**src/rtl/pixel_stream_framer.sv**
```systemverilog
// pixel_stream_framer: pops FIFO pixels, tags x/y/sof/eol/eof for one frame, buffers 2 beats
module pixel_stream_framer #(
    parameter int DATA_W = 24,
    parameter int H_W    = 12,
    parameter int V_W    = 12
) (
    input  logic              clk,
    input  logic              rst,
    input  logic [H_W-1:0]    cfg_h_active,
    input  logic [V_W-1:0]    cfg_v_active,
    input  logic              frame_start,
    input  logic [DATA_W-1:0] fifo_rd_data,
    input  logic              fifo_rd_vld,
    output logic              fifo_rd_en,
    output logic [DATA_W-1:0] m_data,
    output logic              m_valid,
    input  logic              m_ready,
    output logic [H_W-1:0]    m_x,
    output logic [V_W-1:0]    m_y,
    output logic              m_sof,
    output logic              m_eol,
    output logic              m_eof,
    output logic              busy,
    output logic              frame_done,
    output logic              cfg_err
);
    localparam int E_W = DATA_W + H_W + V_W + 3;
    localparam logic [1:0] IDLE = 2'd0, RUN = 2'd1, DRAIN = 2'd2;
    logic [1:0]     state_q, state_d, cnt_q, cnt_d, cnt_p;
    logic [H_W-1:0] h_q, h_d, x_q, x_d;
    logic [V_W-1:0] v_q, v_d, y_q, y_d;
    logic [E_W-1:0] e0_q, e0_d, e1_q, e1_d, beat;
    logic           done_q, done_d, err_q, err_d, push, pull, last_x, last_y;
    assign fifo_rd_en = (state_q == RUN) && (cnt_q != 2'd2);
    assign push       = fifo_rd_vld & fifo_rd_en;
    assign m_valid    = cnt_q != 2'd0;
    assign pull       = m_valid & m_ready;
    assign last_x     = x_q == h_q - H_W'(1);
    assign last_y     = y_q == v_q - V_W'(1);
    assign beat       = {fifo_rd_data, x_q, y_q, x_q == '0 && y_q == '0, last_x, last_x && last_y};
    assign {m_data, m_x, m_y, m_sof, m_eol, m_eof} = e0_q;
    assign busy       = state_q != IDLE;
    assign frame_done = done_q;
    assign cfg_err    = err_q;
    always_comb begin
        cnt_p   = cnt_q - {1'b0, pull};
        cnt_d   = cnt_p + {1'b0, push};
        e0_d    = (push && cnt_p == 2'd0) ? beat : pull ? e1_q : e0_q;
        e1_d    = (push && cnt_p != 2'd0) ? beat : e1_q;
        state_d = state_q;
        h_d     = h_q;
        v_d     = v_q;
        x_d     = x_q;
        y_d     = y_q;
        done_d  = 1'b0;
        err_d   = 1'b0;
        case (state_q)
            IDLE: if (frame_start) begin
                h_d = cfg_h_active;
                v_d = cfg_v_active;
                if (cfg_h_active == '0 || cfg_v_active == '0) err_d = 1'b1;
                else begin
                    state_d = RUN;
                    x_d     = '0;
                    y_d     = '0;
                end
            end
            RUN: if (push) begin
                x_d = last_x ? '0 : x_q + H_W'(1);
                y_d = !last_x ? y_q : last_y ? '0 : y_q + V_W'(1);
                if (last_x && last_y) state_d = DRAIN;
            end
            DRAIN: if (cnt_d == 2'd0) begin
                done_d  = 1'b1;
                state_d = IDLE;
            end
            default: state_d = IDLE;
        endcase
    end
    always_ff @(posedge clk) begin
        if (rst) begin
            state_q <= IDLE;
            cnt_q   <= '0;
            h_q     <= '0;
            v_q     <= '0;
            x_q     <= '0;
            y_q     <= '0;
            e0_q    <= '0;
            e1_q    <= '0;
            done_q  <= 1'b0;
            err_q   <= 1'b0;
        end else begin
            state_q <= state_d;
            cnt_q   <= cnt_d;
            h_q     <= h_d;
            v_q     <= v_d;
            x_q     <= x_d;
            y_q     <= y_d;
            e0_q    <= e0_d;
            e1_q    <= e1_d;
            done_q  <= done_d;
            err_q   <= err_d;
        end
    end
endmodule

```
**config.mk**
```make
export PLATFORM = sky130hd
export DESIGN_NAME = pixel_stream_framer
export DESIGN_NICKNAME = d
export VERILOG_FILES = /design/src/rtl/pixel_stream_framer.sv
export SDC_FILE = /design/constraint.sdc
export NUM_CORES = 1
export LEC_CHECK = 0
export ABC_AREA = 1
export ABC_CLOCK_PERIOD_IN_PS = 2200
export CAP_MARGIN = 40
export CORE_ASPECT_RATIO = 0.7
export CORE_MARGIN = 10
export CORE_UTILIZATION = 50
export DETAILED_ROUTE_END_ITERATION = 16
export GPL_TIMING_DRIVEN = 0
export PLACE_DENSITY = 0.77
export SYNTH_ARGS = -nofsm -noshare
export SYNTH_HDL_FRONTEND = slang
export SYNTH_SLANG_ARGS = --single-unit
```
**constraint.sdc**
```tcl
create_clock -name clk -period 2.2 [get_ports clk]
set_clock_uncertainty 0.15 [all_clocks]
set_input_delay 0.44 -clock clk [delete_from_list [all_inputs] [get_ports clk]]
set_output_delay 0.44 -clock clk [all_outputs]
set_load 0.005 [all_outputs]
```
==> flow_summary.json <==
{
  "cts_tree": "yes",
  "grt_setup_unrepaired": "true",
  "grt_remaining_overflow": 0,
  "portBuffers": 108,
  "via_per_inst": 5.712,
  "crit_type": "reg2reg",
  "cap_violations": 0,
  "synth.avg_cell_area_um2": 7.092,
  "peakVddDrop_uv": 558.3,
  "relSlewSlack_pct": 53.76,
  "cp.arrival_ns": 2.52,
  "leakagePower_nw": 4.534,
  "io_pins": 109,
  "fmax_mhz": 426.7,
  "postRouteAntennaNets": 0,
  "drt-initial-drc-count": 1091,
  "ys_seq_area_share_pct": 39.32,
  "die_h_um": 125.5,
  "regArea_um2": 3137,
  "syn_area_um2": 7943,
  "gp_congestion": 0.9356,
  "r2r_cells": 16,
  "worstHoldPathType": "reg2reg",
  "grt_max_degree": 17,
  "grt_pass1_wl_mm": 40.28,
  "antenna_cells": 0,
  "yosysWarnings": 0,
  "drt-total-wl_mm": 27.70,
  "clockBufferDepth": 2,
  "setup_ws_ns": -0.1438,
  "finalHoldViolations": 0,
  "power_density_nw_per_um2": 991.2,
  "critPathCaptureType": "flop",
  "p_seq_share_pct": 31.9,
  "p_sw_mw": 4.004,
  "status": "finished, violations left",
  "antenna_found_initial": 0,
  "syn-num-nets": 1181,
  "numClockSinks": 156,
  "p_comb_share_pct": 39.9,
  "fin_tns_setup_ns": -2.227,
  "cts_made_buffers": 17,
  "worst_pin_slew_ns": 0.6936,
  "fill_cells": 1116,
  "first_global_vias": 7796,
  "dpl-instance-area_um2": 9540,
  "initial_core_util_pct": 51.09,
  "clkPwrFrac_pct": 28.2,
  "synth_cells": 1120,
  "clk_pin_slew_ns": 0.07,
  "vias": 8573,
  "ys_types": 44,
  "start_kind": "flop",
  "drive_gt1_share_pct": 21.14,
  "core_area_um2": 15550,
  "min_period_over_period_pct": 106.5,
  "nNetsFinal": 1350,
  "final_util_pct": 72.37,
  "ys_seq_elements": 156,
  "cts_root_buf": "clkbuf_16",
  "dpl.hpwl_mm": 17.96,
  "cts.htree.levels": 4,
  "fin_area_um2": 11250,
  "die_w_um": 170.6,
  "rows": 38,
  "grt.total_usage_pct": 22.82,
  "multi_input_area_um2": 4778,
  "clkLatencyLatePin_ns": 0.44,
  "cp_max_fo": 5,
  "critPathRequiredTime_ns": 2.38,
  "finalCriticalPeriod_ns": 2.344,
  "die-area_um2": 21410,
  "avgRoutedWirePerCell_um": 18.46,
  "dr.pass1.iters": 7,
  "violations": "setup timing",
  "swShare_pct": 35.90,
  "worstHoldPathCells": 1,
  "cts_hold_buf": 0,
  "drv_slew": 0,
  "route.detailed.drc": 0,
  "setup_violations": 53,
  "synthToLayoutAreaGrowth_pct": 41.67,
  "internal_power_mw": 7.150
}
through the flow:
stage	std cells	total power, mW	hold slack [ns]	setup slack [ns]
floorplan	1120	5.653	0.2909	0.02634
global placement	1428	6.571	0.3115	-0.6261
detailed placement	1428	6.654	0.3222	-0.6666
CTS	1474	10.17	0.3373	0.0009841
global route	1501	11.54	0.3175	-0.2073
finish	1501	11.15	0.3027	-0.1438
repair_timing:
| item | in CTS | in global routing |
|---|---|---|
| pin swaps | 13 | 76 |
| resized for setup | 59 | 110 |
| endpoints found under the hold margin | 0 | 0 |
| buffers inserted | 14 | 19 |
| endpoints found under the setup margin | 131 | 115 |
| gates cloned | 2 | 10 |
path summary, 6_finish.rpt:
check | start | end | slack (ns)
max | h_q[0]$_SDFFE_PP0P_ | y_q[0]$_SDFFE_PP0P_ | -0.14
min | state_q[0]$_SDFFE_PP0P_ | frame_done$_SDFF_PP0_ | 0.30
max reg2reg | h_q[0]$_SDFFE_PP0P_ | y_q[0]$_SDFFE_PP0P_ | -0.14
min reg2reg | state_q[0]$_SDFFE_PP0P_ | frame_done$_SDFF_PP0_ | 0.30
cells in the final DEF, fill, tap and decap left out, types with 4 or more instances in the layout:
master and instances:
inv_1 72, nand4_1 12, nor2_2 19, o21ai_1 6, xor2_1 17, o21ai_0 77, nand2_4 10, buf_6 14
nor2_4 10, nand3_1 37, dfxtp_2 8, a21oi_4 4, nand2_1 198, a21oi_2 4, xnor2_1 14, ha_1 5
nor3_1 12, a221oi_2 42, clkbuf_2 7, nand3b_1 5, nor2_1 238, buf_12 9, buf_2 5, nand2_2 15
nor3_2 5, a221oi_4 6, clkbuf_16 25, inv_6 6, inv_2 11, clkbuf_1 16, dfxtp_1 147, nand3_2 7
buf_4 29, clkdlybuf4s50_1 106, a21oi_1 51, buf_8 4
power groups by stage:
stage,logic (mW),clock network (mW),registers (mW)
2_1_floorplan,2.13,0,3.52
3_3_place_gp,3.00,0,3.57
3_5_place_dp,3.08,0,3.58
4_1_cts,3.54,3.11,3.52
5_1_grt,4.72,3.22,3.60
6_report,4.45,3.15,3.56
cell families after synthesis:
group,count (synthesis),share of synthesized area [%]
simple gates,582,31.32
fa+ha+maj,8,1.260
flops,156,39.32
compound gates,193,16.40
buf+inv,147,7.861
xor+xnor,34,3.844
sequential cells by signal (all words and copies together) (netlist names):
| signal | cells |
|---|---|
| x_q | 12 |
| cnt_q | 2 |
| v_q | 12 |
| frame_done | 1 |
| h_q | 12 |
| y_q | 12 |
| e1_q | 51 |
| cfg_err | 1 |
| state_q | 2 |
| e0_q | 51 |
critical path: stages, from the launching register on:
cell     delay [ns]
dfxtp_4        0.39
inv_6          0.04
ha_4           0.26
inv_1          0.04
nand2_1        0.05
nand4_1        0.12
nor2_2         0.15
nand3_2        0.12
nor2_4         0.12
nand3_4        0.16
nand2_4        0.13
nand2_4        0.08
buf_6          0.16
nand2_2        0.06
nand2_1        0.06
nand2_1        0.08
inv_1          0.05
Yosys cell counts, drive strengths merged:
cell / number / area [µm²]
a2111oi: 1 / 10.01
a21oi: 58 / 312.8
a221oi: 48 / 545.5
and2: 1 / 6.260
buf: 34 / 196.4
clkbuf: 25 / 95.09
clkinv: 1 / 3.750
dfxtp: 156 / 3123
ha: 8 / 100.1
inv: 87 / 329.1
nand2: 223 / 869.6
nand3: 46 / 252.8
nand3b: 5 / 37.54
nand4: 13 / 96.34
nor2: 268 / 1072
nor3: 17 / 95.09
nor3b: 1 / 7.510
nor4: 5 / 31.28
o21ai: 86 / 434.2
or2: 3 / 18.78
xnor2: 16 / 140.1
xor2: 18 / 165.2
final cells by class:
cell class	instances	area share, %
multi-input combinational	818	42.47
sequential	156	27.88
timing repair buffer	152	14.73
buffer	56	4.181
clock buffer	17	3.781
inverter	88	3.091
tap	200	2.224
clock inverter	14	1.646
metal layers:
layer  part of all wire (%)  global-route usage (%)
met1                     43                   30.93
met2                     44                   35.14
met3                     11                   5.942
met4                    2.4                   5.967
met5                      0                       0
No activity file was read; power rests on OpenSTA's default activity.
